$ cat config.mk
export PLATFORM = sky130hd
export DESIGN_NAME = brew_sequencer
export DESIGN_NICKNAME = d
export VERILOG_FILES = /design/src/rtl/coffee_pkg.sv /design/src/rtl/rr_arbiter.sv /design/src/rtl/brew_sequencer.sv
export SDC_FILE = /design/constraint.sdc
export NUM_CORES = 1
export LEC_CHECK = 0
export ABC_CLOCK_PERIOD_IN_PS = 4700
export BUFFER_PORTS_ARGS = -buffer_cell sky130_fd_sc_hd__buf_2
export CAP_MARGIN = 20
export CORE_ASPECT_RATIO = 1.75
export CORE_UTILIZATION = 57
export CTS_CLUSTER_SIZE = 20
export DETAILED_ROUTE_END_ITERATION = 16
export PLACE_DENSITY = 0.84
export SETUP_SLACK_MARGIN = 0.02
export SLEW_MARGIN = 20
export SYNTH_ARGS = -nofsm -noshare
export SYNTH_HDL_FRONTEND = slang
export SYNTH_SLANG_ARGS = --single-unit
$ cat constraint.sdc
create_clock -name clk -period 4.7 [get_ports clk]
set_clock_uncertainty 0.1 [all_clocks]
set_input_delay 0.705 -clock clk [delete_from_list [all_inputs] [get_ports clk]]
set_output_delay 0.705 -clock clk [all_outputs]
set_load 0.005 [all_outputs]
$ cat src/rtl/coffee_pkg.sv
// Shared types and decode helpers for the coffee machine order sequencer.
package coffee_pkg;

    typedef enum logic [2:0] {
        RCP_MILK_SUGAR     = 3'd0,
        RCP_MILK           = 3'd1,
        RCP_ESPRESSO_SUGAR = 3'd2,
        RCP_ESPRESSO       = 3'd3,
        RCP_CAPPU_SUGAR    = 3'd4,
        RCP_CAPPU          = 3'd5,
        RCP_BAD6           = 3'd6,
        RCP_BAD7           = 3'd7
    } recipe_e;

    // Ingredient indices, matching the encoding of refill_sel.
    localparam logic [1:0] ING_BEANS = 2'd0;
    localparam logic [1:0] ING_MILK  = 2'd1;
    localparam logic [1:0] ING_SUGAR = 2'd2;

    typedef enum logic [3:0] {
        ST_IDLE,
        ST_ARB,
        ST_WAIT_CUP,
        ST_BREW,
        ST_MILK,
        ST_SUGAR,
        ST_STIR,
        ST_DONE,
        ST_ABORT
    } state_e;

    typedef struct packed {
        logic coffee;
        logic water;
        logic milk;
        logic sugar;
        logic valid;
    } needs_t;

    // Which actuators/ingredients a recipe uses; invalid codes return all zero.
    function automatic needs_t recipe_needs(recipe_e recipe);
        needs_t n;
        n = '0;
        case (recipe)
            RCP_MILK_SUGAR:     begin n.milk = 1'b1; n.sugar = 1'b1; n.valid = 1'b1; end
            RCP_MILK:           begin n.milk = 1'b1; n.valid = 1'b1; end
            RCP_ESPRESSO_SUGAR: begin n.coffee = 1'b1; n.water = 1'b1; n.sugar = 1'b1; n.valid = 1'b1; end
            RCP_ESPRESSO:       begin n.coffee = 1'b1; n.water = 1'b1; n.valid = 1'b1; end
            RCP_CAPPU_SUGAR:    begin n.coffee = 1'b1; n.milk = 1'b1; n.sugar = 1'b1; n.valid = 1'b1; end
            RCP_CAPPU:          begin n.coffee = 1'b1; n.milk = 1'b1; n.valid = 1'b1; end
            default:            n = '0;
        endcase
        return n;
    endfunction

endpackage

$ cat src/rtl/rr_arbiter.sv
// Combinational round-robin arbiter: first requester after the last winner wins.
module rr_arbiter #(
    parameter int unsigned N = 4
) (
    input  logic [N-1:0]         req,
    input  logic                 en,
    input  logic [$clog2(N)-1:0] last_grant,
    output logic [N-1:0]         grant,
    output logic [$clog2(N)-1:0] grant_idx,
    output logic                 grant_valid
);

    localparam int unsigned IW = $clog2(N);

    // Scan from last_grant+1 with wrap-around and take the first active request.
    always_comb begin
        int unsigned idx;
        idx         = 0;
        grant       = '0;
        grant_idx   = '0;
        grant_valid = 1'b0;
        if (en) begin
            for (int unsigned i = 0; i < N; i++) begin
                idx = (32'(last_grant) + 32'd1 + i) % N;
                if (!grant_valid && req[IW'(idx)]) begin
                    grant_valid       = 1'b1;
                    grant[IW'(idx)]   = 1'b1;
                    grant_idx         = IW'(idx);
                end
            end
        end
    end

endmodule

$ cat src/rtl/brew_sequencer.sv
// Order scheduler and dispense sequencer: arbitrates panel orders, checks
// stock, then walks the BREW/MILK/SUGAR/STIR phases while tracking inventory.
module brew_sequencer
    import coffee_pkg::*;
#(
    parameter int unsigned N_PANELS = 4,
    parameter int unsigned STOCK_W  = 8,
    parameter int unsigned T_BREW   = 8,
    parameter int unsigned T_MILK   = 6,
    parameter int unsigned T_SUGAR  = 2,
    parameter int unsigned T_STIR   = 4,
    parameter int unsigned T_CUP_TO = 32
) (
    input  logic                        clk,
    input  logic                        rst_n,
    input  logic [N_PANELS-1:0]         panel_req,
    input  logic [3*N_PANELS-1:0]       panel_recipe,
    output logic [N_PANELS-1:0]         panel_ack,
    output logic [N_PANELS-1:0]         panel_reject,
    input  logic                        cup_present,
    input  logic                        refill_valid,
    input  logic [1:0]                  refill_sel,
    input  logic [STOCK_W-1:0]          refill_amt,
    output logic                        coffee_dispense,
    output logic                        water_dispense,
    output logic                        milk_dispense,
    output logic                        sugar_dispense,
    output logic                        stirrer_action,
    output logic                        busy,
    output logic                        done,
    output logic                        abort,
    output logic [$clog2(N_PANELS)-1:0] active_panel,
    output logic [STOCK_W-1:0]          stock_beans,
    output logic [STOCK_W-1:0]          stock_milk,
    output logic [STOCK_W-1:0]          stock_sugar
);

    localparam int unsigned PW    = $clog2(N_PANELS);
    localparam int unsigned M1    = (T_BREW > T_MILK) ? T_BREW : T_MILK;
    localparam int unsigned M2    = (T_SUGAR > T_STIR) ? T_SUGAR : T_STIR;
    localparam int unsigned M3    = (M1 > M2) ? M1 : M2;
    localparam int unsigned MAX_T = (M3 > T_CUP_TO) ? M3 : T_CUP_TO;
    localparam int unsigned CNT_W = $clog2(MAX_T + 1);

    state_e              state_q, state_d;
    logic [CNT_W-1:0]    cnt_q, cnt_d;
    logic [PW-1:0]       last_grant_q, last_grant_d;
    logic [PW-1:0]       active_d;
    needs_t              need_q, need_d, need_win;
    logic [N_PANELS-1:0] ack_d, reject_d;
    logic                consume_beans, consume_milk, consume_sugar;
    logic                win_ok;

    logic [N_PANELS-1:0] grant;
    logic [PW-1:0]       grant_idx;
    logic                grant_valid;

    rr_arbiter #(.N(N_PANELS)) u_arb (
        .req         (panel_req),
        .en          (state_q == ST_ARB),
        .last_grant  (last_grant_q),
        .grant       (grant),
        .grant_idx   (grant_idx),
        .grant_valid (grant_valid)
    );

    assign need_win = recipe_needs(recipe_e'(panel_recipe[3*int'(grant_idx) +: 3]));
    assign win_ok   = need_win.valid
                    && !(need_win.coffee && stock_beans == '0)
                    && !(need_win.milk   && stock_milk  == '0)
                    && !(need_win.sugar  && stock_sugar == '0);

    // First phase the recipe uses after the given point; STIR always closes.
    function automatic state_e next_phase(state_e s, logic coffee, logic milk, logic sugar);
        state_e nxt;
        nxt = ST_STIR;
        if (s == ST_WAIT_CUP && coffee)
            nxt = ST_BREW;
        else if ((s == ST_WAIT_CUP || s == ST_BREW) && milk)
            nxt = ST_MILK;
        else if (s != ST_SUGAR && sugar)
            nxt = ST_SUGAR;
        return nxt;
    endfunction

    function automatic logic [CNT_W-1:0] phase_load(state_e s);
        case (s)
            ST_BREW:  return CNT_W'(T_BREW - 1);
            ST_MILK:  return CNT_W'(T_MILK - 1);
            ST_SUGAR: return CNT_W'(T_SUGAR - 1);
            ST_STIR:  return CNT_W'(T_STIR - 1);
            default:  return '0;
        endcase
    endfunction

    function automatic logic [STOCK_W-1:0] next_stock(logic [STOCK_W-1:0] cur, logic add,
                                                       logic [STOCK_W-1:0] amt, logic sub);
        logic [STOCK_W:0]   sum;
        logic [STOCK_W-1:0] sat;
        sum = {1'b0, cur} + (add ? {1'b0, amt} : '0);
        sat = sum[STOCK_W] ? '1 : sum[STOCK_W-1:0];
        return sat - STOCK_W'(sub);
    endfunction

    // Next-state logic: arbitration, cup wait, timed phases, completion.
    always_comb begin
        state_d       = state_q;
        cnt_d         = cnt_q;
        last_grant_d  = last_grant_q;
        need_d        = need_q;
        active_d      = active_panel;
        ack_d         = '0;
        reject_d      = '0;
        consume_beans = 1'b0;
        consume_milk  = 1'b0;
        consume_sugar = 1'b0;
        case (state_q)
            ST_IDLE: begin
                if (|panel_req) state_d = ST_ARB;
            end
            ST_ARB: begin
                state_d = ST_IDLE;
                if (grant_valid) begin
                    last_grant_d = grant_idx;
                    if (win_ok) begin
                        ack_d    = grant;
                        need_d   = need_win;
                        active_d = grant_idx;
                        state_d  = ST_WAIT_CUP;
                        cnt_d    = CNT_W'(T_CUP_TO - 1);
                    end else begin
                        reject_d = grant;
                    end
                end
            end
            ST_WAIT_CUP: begin
                if (cup_present) begin
                    consume_beans = need_q.valid & need_q.coffee;
                    consume_milk  = need_q.valid & need_q.milk;
                    consume_sugar = need_q.valid & need_q.sugar;
                    state_d = next_phase(ST_WAIT_CUP, need_q.coffee, need_q.milk, need_q.sugar);
                    cnt_d   = phase_load(state_d);
                end else if (cnt_q == '0) begin
                    state_d = ST_ABORT;
                end else begin
                    cnt_d = cnt_q - CNT_W'(1);
                end
            end
            ST_BREW, ST_MILK, ST_SUGAR, ST_STIR: begin
                if (!cup_present) begin
                    state_d = ST_ABORT;
                end else if (cnt_q == '0) begin
                    state_d = (state_q == ST_STIR) ? ST_DONE
                            : next_phase(state_q, need_q.coffee, need_q.milk, need_q.sugar);
                    cnt_d   = phase_load(state_d);
                end else begin
                    cnt_d = cnt_q - CNT_W'(1);
                end
            end
            default: state_d = ST_IDLE;
        endcase
    end

    // Outputs are registered from the next state so they line up with the state register.
    always_ff @(posedge clk or negedge rst_n) begin
        if (!rst_n) begin
            state_q         <= ST_IDLE;
            cnt_q           <= '0;
            last_grant_q    <= PW'(N_PANELS - 1);
            need_q          <= '0;
            active_panel    <= '0;
            panel_ack       <= '0;
            panel_reject    <= '0;
            busy            <= 1'b0;
            done            <= 1'b0;
            abort           <= 1'b0;
            coffee_dispense <= 1'b0;
            water_dispense  <= 1'b0;
            milk_dispense   <= 1'b0;
            sugar_dispense  <= 1'b0;
            stirrer_action  <= 1'b0;
        end else begin
            state_q         <= state_d;
            cnt_q           <= cnt_d;
            last_grant_q    <= last_grant_d;
            need_q          <= need_d;
            active_panel    <= active_d;
            panel_ack       <= ack_d;
            panel_reject    <= reject_d;
            busy            <= (state_d != ST_IDLE);
            done            <= (state_d == ST_DONE);
            abort           <= (state_d == ST_ABORT);
            coffee_dispense <= (state_d == ST_BREW);
            water_dispense  <= (state_d == ST_BREW) && need_d.water;
            milk_dispense   <= (state_d == ST_MILK);
            sugar_dispense  <= (state_d == ST_SUGAR);
            stirrer_action  <= (state_d == ST_STIR);
        end
    end

    // Inventory: saturating refill first, then the one-unit consumption.
    always_ff @(posedge clk or negedge rst_n) begin
        if (!rst_n) begin
            stock_beans <= '0;
            stock_milk  <= '0;
            stock_sugar <= '0;
        end else begin
            stock_beans <= next_stock(stock_beans, refill_valid && refill_sel == ING_BEANS,
                                      refill_amt, consume_beans);
            stock_milk  <= next_stock(stock_milk, refill_valid && refill_sel == ING_MILK,
                                      refill_amt, consume_milk);
            stock_sugar <= next_stock(stock_sugar, refill_valid && refill_sel == ING_SUGAR,
                                      refill_amt, consume_sugar);
        end
    end

endmodule

==> flow_metrics.env, run 1 <==
export IMPL_cts_sinks=59
export IMPL_drt_initial_drc_count=162
export IMPL_grt_pass1_wl_um=19100
export IMPL_cts_tree="done"
export IMPL_end_kind="flip-flop"
export IMPL_crit_path_start_kind="flip-flop"
export IMPL_synth_cells=526
export IMPL_synth_edf_count=0
export IMPL_grt_overflow=0
export IMPL_crit_path_frequent_cell="or4_4"
export IMPL_leakage_uw=0.00258
export IMPL_synth_compound_area_share_pct=18.3
export IMPL_power_per_cell_area_nw_per_um2=648
export IMPL_synthDistinctLibCells=71
export IMPL_synth_top_area_share_pct=31.0
export IMPL_status="finished, final reports clean"
export IMPL_syn_to_final_growth_pct=16.8
export IMPL_hpwlAfterDp_um=9000
export IMPL_fin_crit_sh_pct=93.8
export IMPL_initial_core_util_pct=58.6
export IMPL_synth_most_common_cell="dfrtp_1"
export IMPL_maxCapViolCount=0
export IMPL_synthMuxAreaShare_pct=3.59
export IMPL_die_h_um=121
export IMPL_grt_pass1_vias=4372
export IMPL_cts_root_buf="clkbuf_16"
export IMPL_critPathTopFamily="simple AND/OR/NAND/NOR gates"
export IMPL_synth_top_cell_by_area="dfrtp_1"
export IMPL_tightest_slew_ns=0.720
export IMPL_drc=0
export IMPL_cts_path_max_buffers=2
export IMPL_path_buf_inv=2
export IMPL_critPathArrivalTime_ns=4.52
export IMPL_synth_seq_area_share_pct=32.1
export IMPL_yosysWarnings=0
export IMPL_synth_xor_area_share_pct=6.20
export IMPL_min_path_type="reg -> reg"
export IMPL_avgSynthCellArea_um2=8.75
export IMPL_routedWlPerCell_um=16.3
export IMPL_timing_hold_violations_final=0
export IMPL_drtAntennaViolNets=0
export IMPL_grt_max_degree=60
export IMPL_synth_area_um2=4600
export IMPL_post_cts_buffers=0
export IMPL_cts_repair_resized=0
export IMPL_wl_um=11400
export IMPL_fp_row_count=43
export IMPL_slowest_stage="dfstp_2"
export IMPL_vdd_ir_drop_max_v=0.000432
export IMPL_synth_top_family_by_area="simple AND/OR/NAND/NOR gates"
export IMPL_timing_hold_ws_ns=0.381
export IMPL_finalSetupViolCount=0
export IMPL_cp_required_ns=4.81
export IMPL_core_region_area_um2=7860
export IMPL_synthFlopType="dfrtp_1"
export IMPL_crit_type="reg -> reg"
export IMPL_ys_ff_latch=59
export IMPL_synthTopCellsByArea="dfrtp_1 (31%), ha_1 (11%), and2_1 (4.2%)"
export IMPL_tns_ns=0
export IMPL_fin_crit_ns=4.41
export IMPL_finalWeightedCongestion=0.893
export IMPL_yosys_area_share_adder_pct=11.9
export IMPL_cp_max_fo=16
export IMPL_yosys_area_share_simple_pct=22.4
export IMPL_h_tree_depth=3
export IMPL_rsz0062_at_grt="false"
export IMPL_max_freq_mhz=227
export IMPL_critPathMaxStageDelay_ns=0.73
export IMPL_synth_nets=598
export IMPL_grt_usage_pct=28.6
export IMPL_dr_pass1_iters=6
export IMPL_crit_chain="inv_1 -> ha_1 -> or2_1 -> or4_4 -> a21oi_4 -> o31a_4 -> nor4_1 -> or4_4 -> a211oi_2 -> buf_4 -> mux2_1"
export IMPL_synth_common_cells="dfrtp_1 (57), nor2_1 (47), inv_1 (45), nand2_1 (45), ha_1 (39)"
export IMPL_nFillCells=624
export IMPL_ctsHoldBuffers=0
export IMPL_relSlewSlack_pct=52.0
export IMPL_clkSlewWorstSetupHoldPaths_ns=0.05
export IMPL_fin_nets=673
export IMPL_num_vias=4250
export IMPL_io_buffers=71
export IMPL_diodes=0
export IMPL_synthArstFlopShare_pct=100
export IMPL_die_w_um=69.9
export IMPL_io_pins=72
export IMPL_numCtsBuffers=9
export IMPL_final_layout_size_suffix_gt1_share_pct=19.0
export IMPL_slew_violations=0
export IMPL_via_per_inst=6.11
export IMPL_clock_latency_ns=0.33
export IMPL_antenna_found_initial=0
export IMPL_dieArea_um2=8450
[per-stage QoR]
step | total power, uW | worst slack, ns | cells | instance area, um^2 | util, %
finish | 3480 | 0.292 | 696 | 5370 | 68.4
global route | 3740 | 0.0788 | 696 | 5370 | 68.4
CTS | 3470 | 0.319 | 696 | 5370 | 68.3
detailed placement | 2730 | 0.106 | 680 | 5040 | 64.1
global placement | 2650 | 0.330 | 680 | 5040 | 64.1
floorplan | 2240 | 0.628 | 526 | 4600 | -
[layout make-up]
| class | instances | area, um^2 | area share (%) |
|---|---|---|---|
| multi-input combinational | 408 | 2880 | 53.5 |
| clock buffer | 12 | 256 | 4.77 |
| timing repair buffer | 78 | 408 | 7.59 |
| inverter | 45 | 169 | 3.14 |
| clock inverter | 4 | 72.6 | 1.35 |
| tap | 90 | 113 | 2.10 |
| sequential | 59 | 1480 | 27.5 |
[where the power goes]
part	leakage (uW)	switching (uW)	internal (uW)
clock network	0.000159	223	491
logic	0.00171	1030	812
registers	0.000705	209	719
total	0.00258	1460	2020
[kinds of logic after synthesis]
group,count (synthesis)
compound gates,125
xor+xnor,31
fa+ha+maj,42
buf+inv,59
flops,59
mux,13
simple gates,197
[worst register-to-register path, stage by stage, from the launching register on]
cell and delay (ns):
dfstp_2 0.73, inv_1 0.23, ha_1 0.30, or2_1 0.31, or4_4 0.52, a21oi_4 0.30, o31a_4 0.28, nor4_1 0.08
or4_4 0.51, a211oi_2 0.38, buf_4 0.23, mux2_1 0.32
[cells in the final DEF (no fill, tap or decap), types with 3 or more instances in the layout]
cell type	n
xnor2_1	18
and3_1	4
xor2_1	12
nor2_1	47
nor3_1	11
clkbuf_16	9
a21oi_1	28
a21boi_0	5
buf_4	7
ha_1	39
a211o_1	3
nor2b_1	12
mux2_2	3
buf_2	71
o211ai_1	4
and2_1	31
a21o_1	8
nand3_1	6
mux2i_1	6
inv_1	45
fa_1	3
nor4_1	6
nand2b_1	4
nand2_1	45
o21ai_0	31
dfrtp_1	57
nand3b_1	3
a221oi_1	4
nor3b_1	8
o21a_1	4
a22oi_1	7
[path summary, 6_finish.rpt]
check,start,slack [ns],endpoint,cells after the start
worst max-delay path,last_grant_q[0],0.29,active_panel[1],11
worst min register to register,need_q[0],0.38,need_q[0],1
worst min-delay path,need_q[0],0.38,need_q[0],1
worst max register to register,last_grant_q[0],0.29,active_panel[1],11
min in group asynchronous,rst_n,0.41,stock_sugar[2],2
max in group asynchronous,rst_n,3.60,coffee_dispense,2
[state kept, by name, summed over array words and instances, names as in the netlist]
name             flops
last_grant_q         2
milk_dispense        1
stock_beans          8
panel_ack            4
cnt_q                6
sugar_dispense       1
active_panel         2
stock_milk           8
panel_reject         4
stock_sugar          8
state_q              4
done                 1
stirrer_action       1
need_q               5
busy                 1
water_dispense       1
coffee_dispense      1
abort                1
[per-layer routing]
layer	wire length [um]	vias up	track usage (%)
met5	0	-	0
met4	412	0	16.8
met3	410	35	4.40
met2	6550	153	56.2
met1	4000	2066	27.1
li1	-	1996	-
No activity file was read; power rests on OpenSTA's default activity.
==> run 2, diff against run 1 <==
--- a/config.mk
+++ b/config.mk
@@ -5,6 +5,7 @@
 export SDC_FILE = /design/constraint.sdc
 export NUM_CORES = 1
 export LEC_CHECK = 0
+export ABC_AREA = 1
 export ABC_CLOCK_PERIOD_IN_PS = 4700
 export BUFFER_PORTS_ARGS = -buffer_cell sky130_fd_sc_hd__buf_2
 export CAP_MARGIN = 20
==> flow_metrics.env, run 2 <==
export IMPL_finalWeightedCongestion=0.943
export IMPL_min_path_type="reg -> reg"
export IMPL_cp_max_fo=9
export IMPL_tns_ns=0
export IMPL_mostFrequentLayoutCells="inv_1 (115), nand2_1 (99), nor2_1 (76)"
export IMPL_num_vias=4455
export IMPL_relSlewSlack_pct=51.6
export IMPL_avgSynthCellArea_um2=7.51
export IMPL_synth_top_cell_by_area="dfrtp_1"
export IMPL_crit_type="in -> reg"
export IMPL_internal_power_uw=2020
export IMPL_violations="DRC"
export IMPL_r2r_start="last_grant_q[0]"
export IMPL_power_frac_seq_pct=22.9
export IMPL_timing_hold_ws_ns=0.383
export IMPL_grt_usage_pct=29.4
export IMPL_grt_max_degree=60
export IMPL_io_pins=72
export IMPL_crit_path_start_kind="input pin"
export IMPL_synthTopCellsByArea="dfrtp_1 (30%), ha_1 (10%), inv_1 (9.0%)"
export IMPL_leakage_uw=0.00301
export IMPL_finalSetupViolCount=0
export IMPL_power_per_cell_area_nw_per_um2=725
export IMPL_cts_tree="done"
export IMPL_cts_repair_resized=0
export IMPL_drt_initial_drc_count=220
export IMPL_cts_sinks=59
export IMPL_rsz0062_at_grt="false"
export IMPL_min_delay_start="active_panel[1]"
export IMPL_initial_core_util_pct=58.2
export IMPL_dr_pass1_iters=11
export IMPL_synth_area_um2=4800
export IMPL_critPathArrivalTime_ns=3.62
export IMPL_max_freq_mhz=287
export IMPL_synth_cells=640
export IMPL_cp_required_ns=4.84
export IMPL_fin_crit_sh_pct=74.1
export IMPL_grt_overflow=0
export IMPL_die_w_um=71.4
export IMPL_reg2reg_to="need_q[3]"
export IMPL_drc=6
export IMPL_synthDistinctLibCells=47
export IMPL_synth_seq_area_share_pct=30.8
export IMPL_wl_um=11900
export IMPL_r2r_slack_ns=1.23
export IMPL_dieArea_um2=8810
export IMPL_end_kind="flip-flop"
export IMPL_clkSlewWorstSetupHoldPaths_ns=0.05
export IMPL_synth_common_cells="inv_1 (115), nand2_1 (99), nor2_1 (76), dfrtp_1 (57), nand3_1 (40)"
export IMPL_grt_pass1_wl_um=20100
export IMPL_die_h_um=123
export IMPL_final_layout_size_suffix_gt1_share_pct=19.0
export IMPL_fp_row_count=44
export IMPL_drtAntennaViolNets=0
export IMPL_vdd_ir_drop_max_v=0.000439
export IMPL_synth_top_area_share_pct=29.7
export IMPL_h_tree_depth=3
export IMPL_timing_hold_violations_final=0
export IMPL_synth_edf_count=0
export IMPL_ys_ff_latch=59
export IMPL_status="finished, violations left"
export IMPL_fin_crit_ns=3.48
export IMPL_p_sw_uw=2010
export IMPL_hold_path_depth=2
export IMPL_antenna_found_initial=0
export IMPL_switching_share_pct=49.9
export IMPL_post_cts_buffers=0
export IMPL_synthFlopType="dfrtp_1"
export IMPL_cts_path_max_buffers=2
export IMPL_final_common_cell="inv_1"
export IMPL_fin_nets=793
export IMPL_clock_latency_ns=0.33
export IMPL_hpwlAfterDp_um=9380
export IMPL_holdPathEnd="active_panel[1]"
export IMPL_r2r_cells=21
export IMPL_synth_most_common_cell="inv_1"
export IMPL_power_share_clock_pct=15.8
export IMPL_via_per_inst=5.45
export IMPL_synth_nets=712
export IMPL_cts_root_buf="clkbuf_16"
export IMPL_top_regs="stock_beans (8), stock_milk (8), stock_sugar (8)"
export IMPL_finalInstanceArea_um2=5560
export IMPL_maxCapViolCount=0
export IMPL_crit_start="refill_sel[1]"
export IMPL_diodes=0
export IMPL_synthArstFlopShare_pct=100
export IMPL_core_region_area_um2=8260
export IMPL_placed_area_um2=5270
export IMPL_slew_violations=0
export IMPL_tightest_slew_ns=0.726
export IMPL_combPwrFrac_pct=61.3
export IMPL_yosysWarnings=0
export IMPL_numCtsBuffers=9
export IMPL_io_buffers=71
export IMPL_nFillCells=687
export IMPL_syn_to_final_growth_pct=15.8
export IMPL_grt_pass1_vias=4525
export IMPL_routedWlPerCell_um=14.6
export IMPL_ctsHoldBuffers=0
-- run 2: how the worst max path moves through the flow --
stage	end	slack, ns	cells after the start
6_report	stock_beans[7]	1.22	16
3_3_place_gp	stock_milk[4]	1.13	18
2_1_floorplan	stock_beans[6]	1.39	16
3_5_place_dp	stock_milk[6]	0.97	18
5_1_grt	stock_beans[7]	0.85	16
4_1_cts	cnt_q[0]	1.24	21
-- run 2: kinds of logic after synthesis --
family | synth area share [%]
flops | 30.8
xor+xnor | 6.38
compound gates | 10.0
simple gates | 31.0
buf+inv | 10.4
fa+ha+maj | 11.4
-- run 2: layout make-up --
class                   count  area, um^2  area share, %
clock inverters             5        53.8          0.967
flip-flops and latches     59        1480           26.6
multi-input cells         453        2820           50.7
repair buffers             73         370           6.66
inverters                 125         483           8.68
clock buffers              10         239           4.30
well taps                  92         115           2.07
-- run 2: power by group through the flow --
stage | logic, uW | registers [uW] | clock network, uW
2_1_floorplan | 1860 | 885 | 0
3_3_place_gp | 2340 | 919 | 0
3_5_place_dp | 2430 | 927 | 0
4_1_cts | 2460 | 922 | 644
5_1_grt | 2780 | 952 | 663
6_report | 2470 | 925 | 636
-- run 2: stage by stage --
stage | total power (uW) | setup slack [ns] | instances | util, %
floorplan | 2740 | 1.39 | 640 | -
global placement | 3260 | 1.13 | 802 | 63.8
detailed placement | 3360 | 0.966 | 802 | 63.8
CTS | 4030 | 1.24 | 817 | 67.4
global route | 4400 | 0.854 | 817 | 67.4
finish | 4030 | 1.22 | 817 | 67.4
-- run 2: routing by layer --
metal | share of wire, % | track usage (%)
met4 | 3.9 | 15.9
met2 | 56 | 55.8
met3 | 2.9 | 4.89
met1 | 38 | 30.0
met5 | 0 | 0
-- run 2: critical path, cell delays in order --
cell	delay (ns)
buf_2	0.11
nor3_1	0.18
inv_1	0.15
nor2_1	0.12
ha_1	0.28
a21oi_1	0.18
o21ai_0	0.18
nand4_1	0.12
o211a_1	0.16
clkinv_1	0.20
a21oi_1	0.34
inv_1	0.09
nor2_1	0.17
nand3b_1	0.14
nor4_1	0.30
xnor2_1	0.18
